## src/rtl/ag_sram_fifo_if.sv

```systemverilog
// Bus bundle for the SRAM-backed byte FIFO: control, write/read handshakes and status.
interface ag_sram_fifo_if #(
   parameter int DATA_W = 8,
   parameter int ADDR_W = 4
);
   logic              clear;
   logic              mode;
   logic              wr_en;
   logic [DATA_W-1:0] wr_data;
   logic              rd_en;
   logic [DATA_W-1:0] rd_data;
   logic              rd_valid;
   logic [ADDR_W:0]   count;
   logic              empty;
   logic              full;
   logic              almost_full;
   logic              drop;
   logic              overflow;
   logic              underflow;

   modport master (
      output clear, mode, wr_en, wr_data, rd_en,
      input  rd_data, rd_valid, count, empty, full, almost_full, drop, overflow, underflow
   );

   modport slave (
      input  clear, mode, wr_en, wr_data, rd_en,
      output rd_data, rd_valid, count, empty, full, almost_full, drop, overflow, underflow
   );
endinterface

```

## src/rtl/ag_sram_fifo.sv

```systemverilog
// Circular FIFO over a single-clock memory with STREAM/OVERWRITE full handling,
// almost-full threshold and sticky overflow/underflow flags.
module ag_sram_fifo #(
   parameter int DATA_W   = 8,
   parameter int ADDR_W   = 4,
   parameter int AF_LEVEL = 12
) (
   input logic            clk,
   input logic            n_rst,
   ag_sram_fifo_if.slave  bus
);
   localparam int              DEPTH   = 2**ADDR_W;
   localparam logic [ADDR_W:0] DEPTH_C = DEPTH[ADDR_W:0];
   localparam logic [ADDR_W:0] AF_C    = AF_LEVEL[ADDR_W:0];

   logic [DATA_W-1:0] mem_q [DEPTH];

   logic [ADDR_W-1:0] wr_ptr_q, wr_ptr_d;
   logic [ADDR_W-1:0] rd_ptr_q, rd_ptr_d;
   logic [ADDR_W:0]   count_q, count_d;
   logic [DATA_W-1:0] rd_data_q, rd_data_d;
   logic              rd_valid_q, rd_valid_d;
   logic              drop_q, drop_d;
   logic              ovf_q, ovf_d;
   logic              udf_q, udf_d;

   logic empty, full, rd_acc, wr_acc, ovr_drop, mem_we;

   always_comb begin
      empty    = (count_q == '0);
      full     = (count_q == DEPTH_C);
      rd_acc   = bus.rd_en && !empty;
      wr_acc   = bus.wr_en && (!full || bus.mode);
      // Overwrite of a full buffer with no read retires the oldest word instead.
      ovr_drop = bus.wr_en && full && bus.mode && !rd_acc;
      mem_we   = wr_acc && !bus.clear;

      wr_ptr_d   = wr_ptr_q + ADDR_W'(wr_acc);
      rd_ptr_d   = rd_ptr_q + ADDR_W'(rd_acc || ovr_drop);
      rd_data_d  = rd_acc ? mem_q[rd_ptr_q] : rd_data_q;
      rd_valid_d = rd_acc;
      drop_d     = ovr_drop;
      ovf_d      = ovf_q | (bus.wr_en && full && !bus.mode);
      udf_d      = udf_q | (bus.rd_en && empty);

      count_d = count_q;
      if (wr_acc && !rd_acc && !full)
         count_d = count_q + (ADDR_W+1)'(1);
      else if (rd_acc && !wr_acc)
         count_d = count_q - (ADDR_W+1)'(1);

      if (bus.clear) begin
         wr_ptr_d   = '0;
         rd_ptr_d   = '0;
         count_d    = '0;
         rd_data_d  = rd_data_q;
         rd_valid_d = 1'b0;
         drop_d     = 1'b0;
         ovf_d      = 1'b0;
         udf_d      = 1'b0;
      end
   end

   always_ff @(posedge clk) begin
      if (n_rst) begin
         wr_ptr_q   <= '0;
         rd_ptr_q   <= '0;
         count_q    <= '0;
         rd_data_q  <= '0;
         rd_valid_q <= 1'b0;
         drop_q     <= 1'b0;
         ovf_q      <= 1'b0;
         udf_q      <= 1'b0;
      end else begin
         wr_ptr_q   <= wr_ptr_d;
         rd_ptr_q   <= rd_ptr_d;
         count_q    <= count_d;
         rd_data_q  <= rd_data_d;
         rd_valid_q <= rd_valid_d;
         drop_q     <= drop_d;
         ovf_q      <= ovf_d;
         udf_q      <= udf_d;
      end
   end

   // Storage is not reset; the read above samples the old word before this write lands.
   always_ff @(posedge clk) begin
      if (!n_rst && mem_we)
         mem_q[wr_ptr_q] <= bus.wr_data;
   end

   assign bus.rd_data     = rd_data_q;
   assign bus.rd_valid    = rd_valid_q;
   assign bus.count       = count_q;
   assign bus.empty       = empty;
   assign bus.full        = full;
   assign bus.almost_full = (count_q >= AF_C);
   assign bus.drop        = drop_q;
   assign bus.overflow    = ovf_q;
   assign bus.underflow   = udf_q;
endmodule

```

## src/flat_wrapper.sv

```systemverilog
// flat-port wrapper written by rule: the top's interface ports become plain ports
module ag_sram_fifo_flat 
#(
   parameter int DATA_W   = 8,
   parameter int ADDR_W   = 4,
   parameter int AF_LEVEL = 12
)
  (clk, n_rst, bus_clear, bus_mode, bus_wr_en, bus_wr_data, bus_rd_en, bus_rd_data, bus_rd_valid, bus_count, bus_empty, bus_full, bus_almost_full, bus_drop, bus_overflow, bus_underflow);
  ag_sram_fifo_if #(.DATA_W(DATA_W), .ADDR_W(ADDR_W)) bus_i ();
  input logic clk;
  input logic n_rst;
  input wire logic [$bits(bus_i.clear)-1:0] bus_clear;
  input wire logic [$bits(bus_i.mode)-1:0] bus_mode;
  input wire logic [$bits(bus_i.wr_en)-1:0] bus_wr_en;
  input wire logic [$bits(bus_i.wr_data)-1:0] bus_wr_data;
  input wire logic [$bits(bus_i.rd_en)-1:0] bus_rd_en;
  output wire logic [$bits(bus_i.rd_data)-1:0] bus_rd_data;
  output wire logic [$bits(bus_i.rd_valid)-1:0] bus_rd_valid;
  output wire logic [$bits(bus_i.count)-1:0] bus_count;
  output wire logic [$bits(bus_i.empty)-1:0] bus_empty;
  output wire logic [$bits(bus_i.full)-1:0] bus_full;
  output wire logic [$bits(bus_i.almost_full)-1:0] bus_almost_full;
  output wire logic [$bits(bus_i.drop)-1:0] bus_drop;
  output wire logic [$bits(bus_i.overflow)-1:0] bus_overflow;
  output wire logic [$bits(bus_i.underflow)-1:0] bus_underflow;
  assign bus_i.clear = bus_clear;
  assign bus_i.mode = bus_mode;
  assign bus_i.wr_en = bus_wr_en;
  assign bus_i.wr_data = bus_wr_data;
  assign bus_i.rd_en = bus_rd_en;
  assign bus_rd_data = bus_i.rd_data;
  assign bus_rd_valid = bus_i.rd_valid;
  assign bus_count = bus_i.count;
  assign bus_empty = bus_i.empty;
  assign bus_full = bus_i.full;
  assign bus_almost_full = bus_i.almost_full;
  assign bus_drop = bus_i.drop;
  assign bus_overflow = bus_i.overflow;
  assign bus_underflow = bus_i.underflow;
  ag_sram_fifo #(.DATA_W(DATA_W), .ADDR_W(ADDR_W), .AF_LEVEL(AF_LEVEL)) u_core (.clk(clk), .n_rst(n_rst), .bus(bus_i));
endmodule
```

## config.mk

```make
export PLATFORM = sky130hd
export DESIGN_NAME = ag_sram_fifo_flat
export DESIGN_NICKNAME = d
export VERILOG_FILES = /design/src/rtl/ag_sram_fifo_if.sv /design/src/rtl/ag_sram_fifo.sv /design/src/flat_wrapper.sv
export SDC_FILE = /design/constraint.sdc
export NUM_CORES = 1
export LEC_CHECK = 0
export CAP_MARGIN = 10
export CORE_UTILIZATION = 37
export CTS_BUF_LIST = sky130_fd_sc_hd__clkbuf_4 sky130_fd_sc_hd__clkbuf_8
export DETAILED_ROUTE_END_ITERATION = 8
export SLEW_MARGIN = 5
export SYNTH_ARGS = -nofsm -noshare
export SYNTH_HDL_FRONTEND = slang
export SYNTH_SLANG_ARGS = --single-unit
```

## constraint.sdc

```tcl
create_clock -name clk -period 3.5 [get_ports clk]
set_input_delay 0.875 -clock clk [delete_from_list [all_inputs] [get_ports clk]]
set_output_delay 0.875 -clock clk [all_outputs]
set_load 0.1 [all_outputs]
```

==> impl_metrics.ini <==
[worst_setup_path]
crit_family = simple AND/OR/NAND/NOR gates
path_class = reg -> out
crit_path_end_kind = primary output
path_cells = or4_1 -> nor2_2 -> buf_4
path_max_fanout = 7
worst-path-buf-inv = 1
r2r-start = u_core.bus.count[2]
critPathSlowestCell = or4_1
rr_worst_depth = 8
required_ns = 2.62
cp_slowest_stage_delay_ns = 0.73
cp-start-kind = register
rrSetupSlack_ns = 0.65
reg2reg_to = u_core.bus.count[4]
critPathArrivalTime_ns = 2.07

[clocking]
ctsHtreeMaxLevel = 4
cts.reportedPaths.clkPinSlew_ns = 0.08
tritoncts = done
cts_buffer_depth = 2
cts_resized = 0
cts-root-buf = clkbuf_8
cts_num_sinks = 153
postCtsHoldBufs = 0
cts_made_buffers = 17
clk_latency_ns = 0.44
post_cts_buffers = 0

[drt]
drtPass1Iterations = 4
routed_wl_mm = 12.2
via_per_inst = 5.03
postRouteAntennaNets = 0
dr.first_iter.drc_count = 215
vias = 3214
routedWlPerCell_um = 19.2
drc = 0

[global_route]
grt_pass1_wl_mm = 19.2
grt_usage_pct = 15.9
grt_pass1_vias = 3342
grt_max_degree = 35
antenna_found_initial = 0
grt_overflow = 0

[timing]
hold_ws_ns = 0.472
fmax_mhz = 340
rsz0062_at_grt = no
min_period_ns = 2.94
period_share_pct = 84.0
hold_viol = 0
setup_viol = 0
max-slew-margin-rel_pct = 27.0
final.setup.tns_ns = 0
finalClockSkew_ns = 0.0152
worst_pin_slew_ns = 1.09
drv_slew = 0

[placed_design]
place_area_um2 = 6790
port_buffers = 33
gp_congestion = 0.784
post-place-cells = 607
dpl.hpwl_mm = 8.01

[outcome]
status = finished clean

[yosys]
post-synth-top-count-cell = edfxtp_1
synth_area_per_cell_um2 = 17.5
synth_area_leader_cell = edfxtp_1
ys_types = 39
yosysWarnings = 0
netlist.area_leader.share_pct = 62.7
ys_seq_area_share_pct = 70.9
synth.net_count = 373
netlist_area_um2 = 6130
synth_cells = 350
synth_common_cells = edfxtp_1 (128), nor2_1 (48), mux4_2 (33), dfxtp_1 (25), mux2i_1 (18)
synth_edf_count = 128
async_flop_share_pct = 0
ys_top_cells_by_area = edfxtp_1 (63%), mux4_2 (12%), dfxtp_1 (8.2%), mux2i_1 (2.9%), nor2_1 (2.9%)
ys_ff_latch = 153
synth_ff_type = edfxtp_1

[floorplanning]
num_rows = 46
core_area_um2 = 16000
dieHeight_um = 131
start_util_pct = 38.3
die_area_um2 = 17100
io-pin-count = 34
die_x_um = 131

[final_layout]
final_area_um2 = 7190
synthToLayoutAreaGrowth_pct = 17.3
layout.cells.non_filler = 639
fin_nets = 433
drive_gt1_share_pct = 27.4
diodes = 0

[hold_path]
hp-class = reg -> reg
hold_path_depth = 1
hp-start = u_core.bus.rd_data[1]
hold_end = u_core.bus.rd_data[1]

[pwr]
irDropWorstVdd_mv = 0.421
powerDensity_nw_per_um2 = 524
p_leak_nw = 2.44
power.total_mw = 3.77

[flow_run]
drv_cap = 0
-- final cells by class --
cell class,instances,area [µm²]
Tap cell,216,270
Clock buffer,21,277
Multi-Input combinational cell,173,1680
Fill cell,1447,8810
Timing Repair Buffer,58,468
Clock inverter,11,121
Inverter,7,26.3
Sequential cell,153,4350
-- stage by stage --
step | util [%] | worst slack (ns)
6_report | 44.9 | 0.559
4_1_cts | 44.9 | 0.508
3_5_place_dp | 42.4 | 0.363
2_1_floorplan | - | 0.319
5_1_grt | 44.9 | 0.427
3_3_place_gp | 42.4 | 0.504
-- kinds of logic (layout without fill, tap and decap cells) --
family                   Yosys count  after routing  synth area share, %
XOR/XNOR                           7              7                 1.00
adder cells (fa/ha/maj)            9              9                 1.96
buffers and inverters             24             97                 1.71
multiplexers                      52             52                 15.3
flip-flops                       153            153                 70.9
AND/OR/NAND/NOR                   86             86                 6.59
AO/OA/AOI/OAI                     19             19                 2.59
-- state kept, by name, indices dropped and copies added (netlist names) --
register	cells
u_core.bus.underflow	1
u_core.bus.overflow	1
u_core.bus.rd_data	8
u_core.rd_ptr_q	4
u_core.wr_ptr_q	4
u_core.bus.rd_valid	1
u_core.bus.count	5
u_core.mem_q	128
u_core.bus.drop	1
-- power by group --
part / total (mW) / internal [mW] / switching [mW]
registers: 2.01 / 1.99 / 0.0229
logic: 0.436 / 0.146 / 0.290
clock network: 1.32 / 0.685 / 0.634
-- how the worst max path moves through the flow --
stage          cells past startpoint                 from             endpoint  slack (ns)
2_1_floorplan                      3  u_core.bus.count[2]            bus_empty        0.32
3_3_place_gp                       7            bus_wr_en  u_core.bus.count[4]        0.50
3_5_place_dp                       7            bus_wr_en  u_core.bus.count[4]        0.36
4_1_cts                            3  u_core.bus.count[2]            bus_empty        0.51
5_1_grt                            3  u_core.bus.count[2]            bus_empty        0.43
6_report                           3  u_core.bus.count[2]            bus_empty        0.56
-- cell usage in the layout (no fill, tap or decap), types with 2 or more instances in the layout --
cell / count
clkbuf_8: 19
or3_1: 2
nor2_1: 47
nor3_1: 7
mux2i_1: 18
nand2_1: 6
clkdlybuf4s50_1: 13
nor2_2: 2
xnor2_1: 4
a21oi_1: 3
nand3_1: 6
mux4_2: 33
inv_1: 7
clkinvlp_4: 3
a211o_1: 8
clkinv_4: 2
edfxtp_1: 128
clkbuf_4: 2
nand2b_1: 4
a21o_1: 2
clkinv_1: 2
dfxtp_1: 24
xor2_1: 3
bufinv_16: 2
and2_1: 4
ha_1: 8
buf_4: 45
-- routing by layer --
layer | track usage, % | part of all wire [%]
met3 | 4.60 | 5.1
met2 | 25.6 | 48
met1 | 20.6 | 45
met4 | 6.02 | 1.6
met5 | 0 | 0
(Power assumes the default switching activity.)
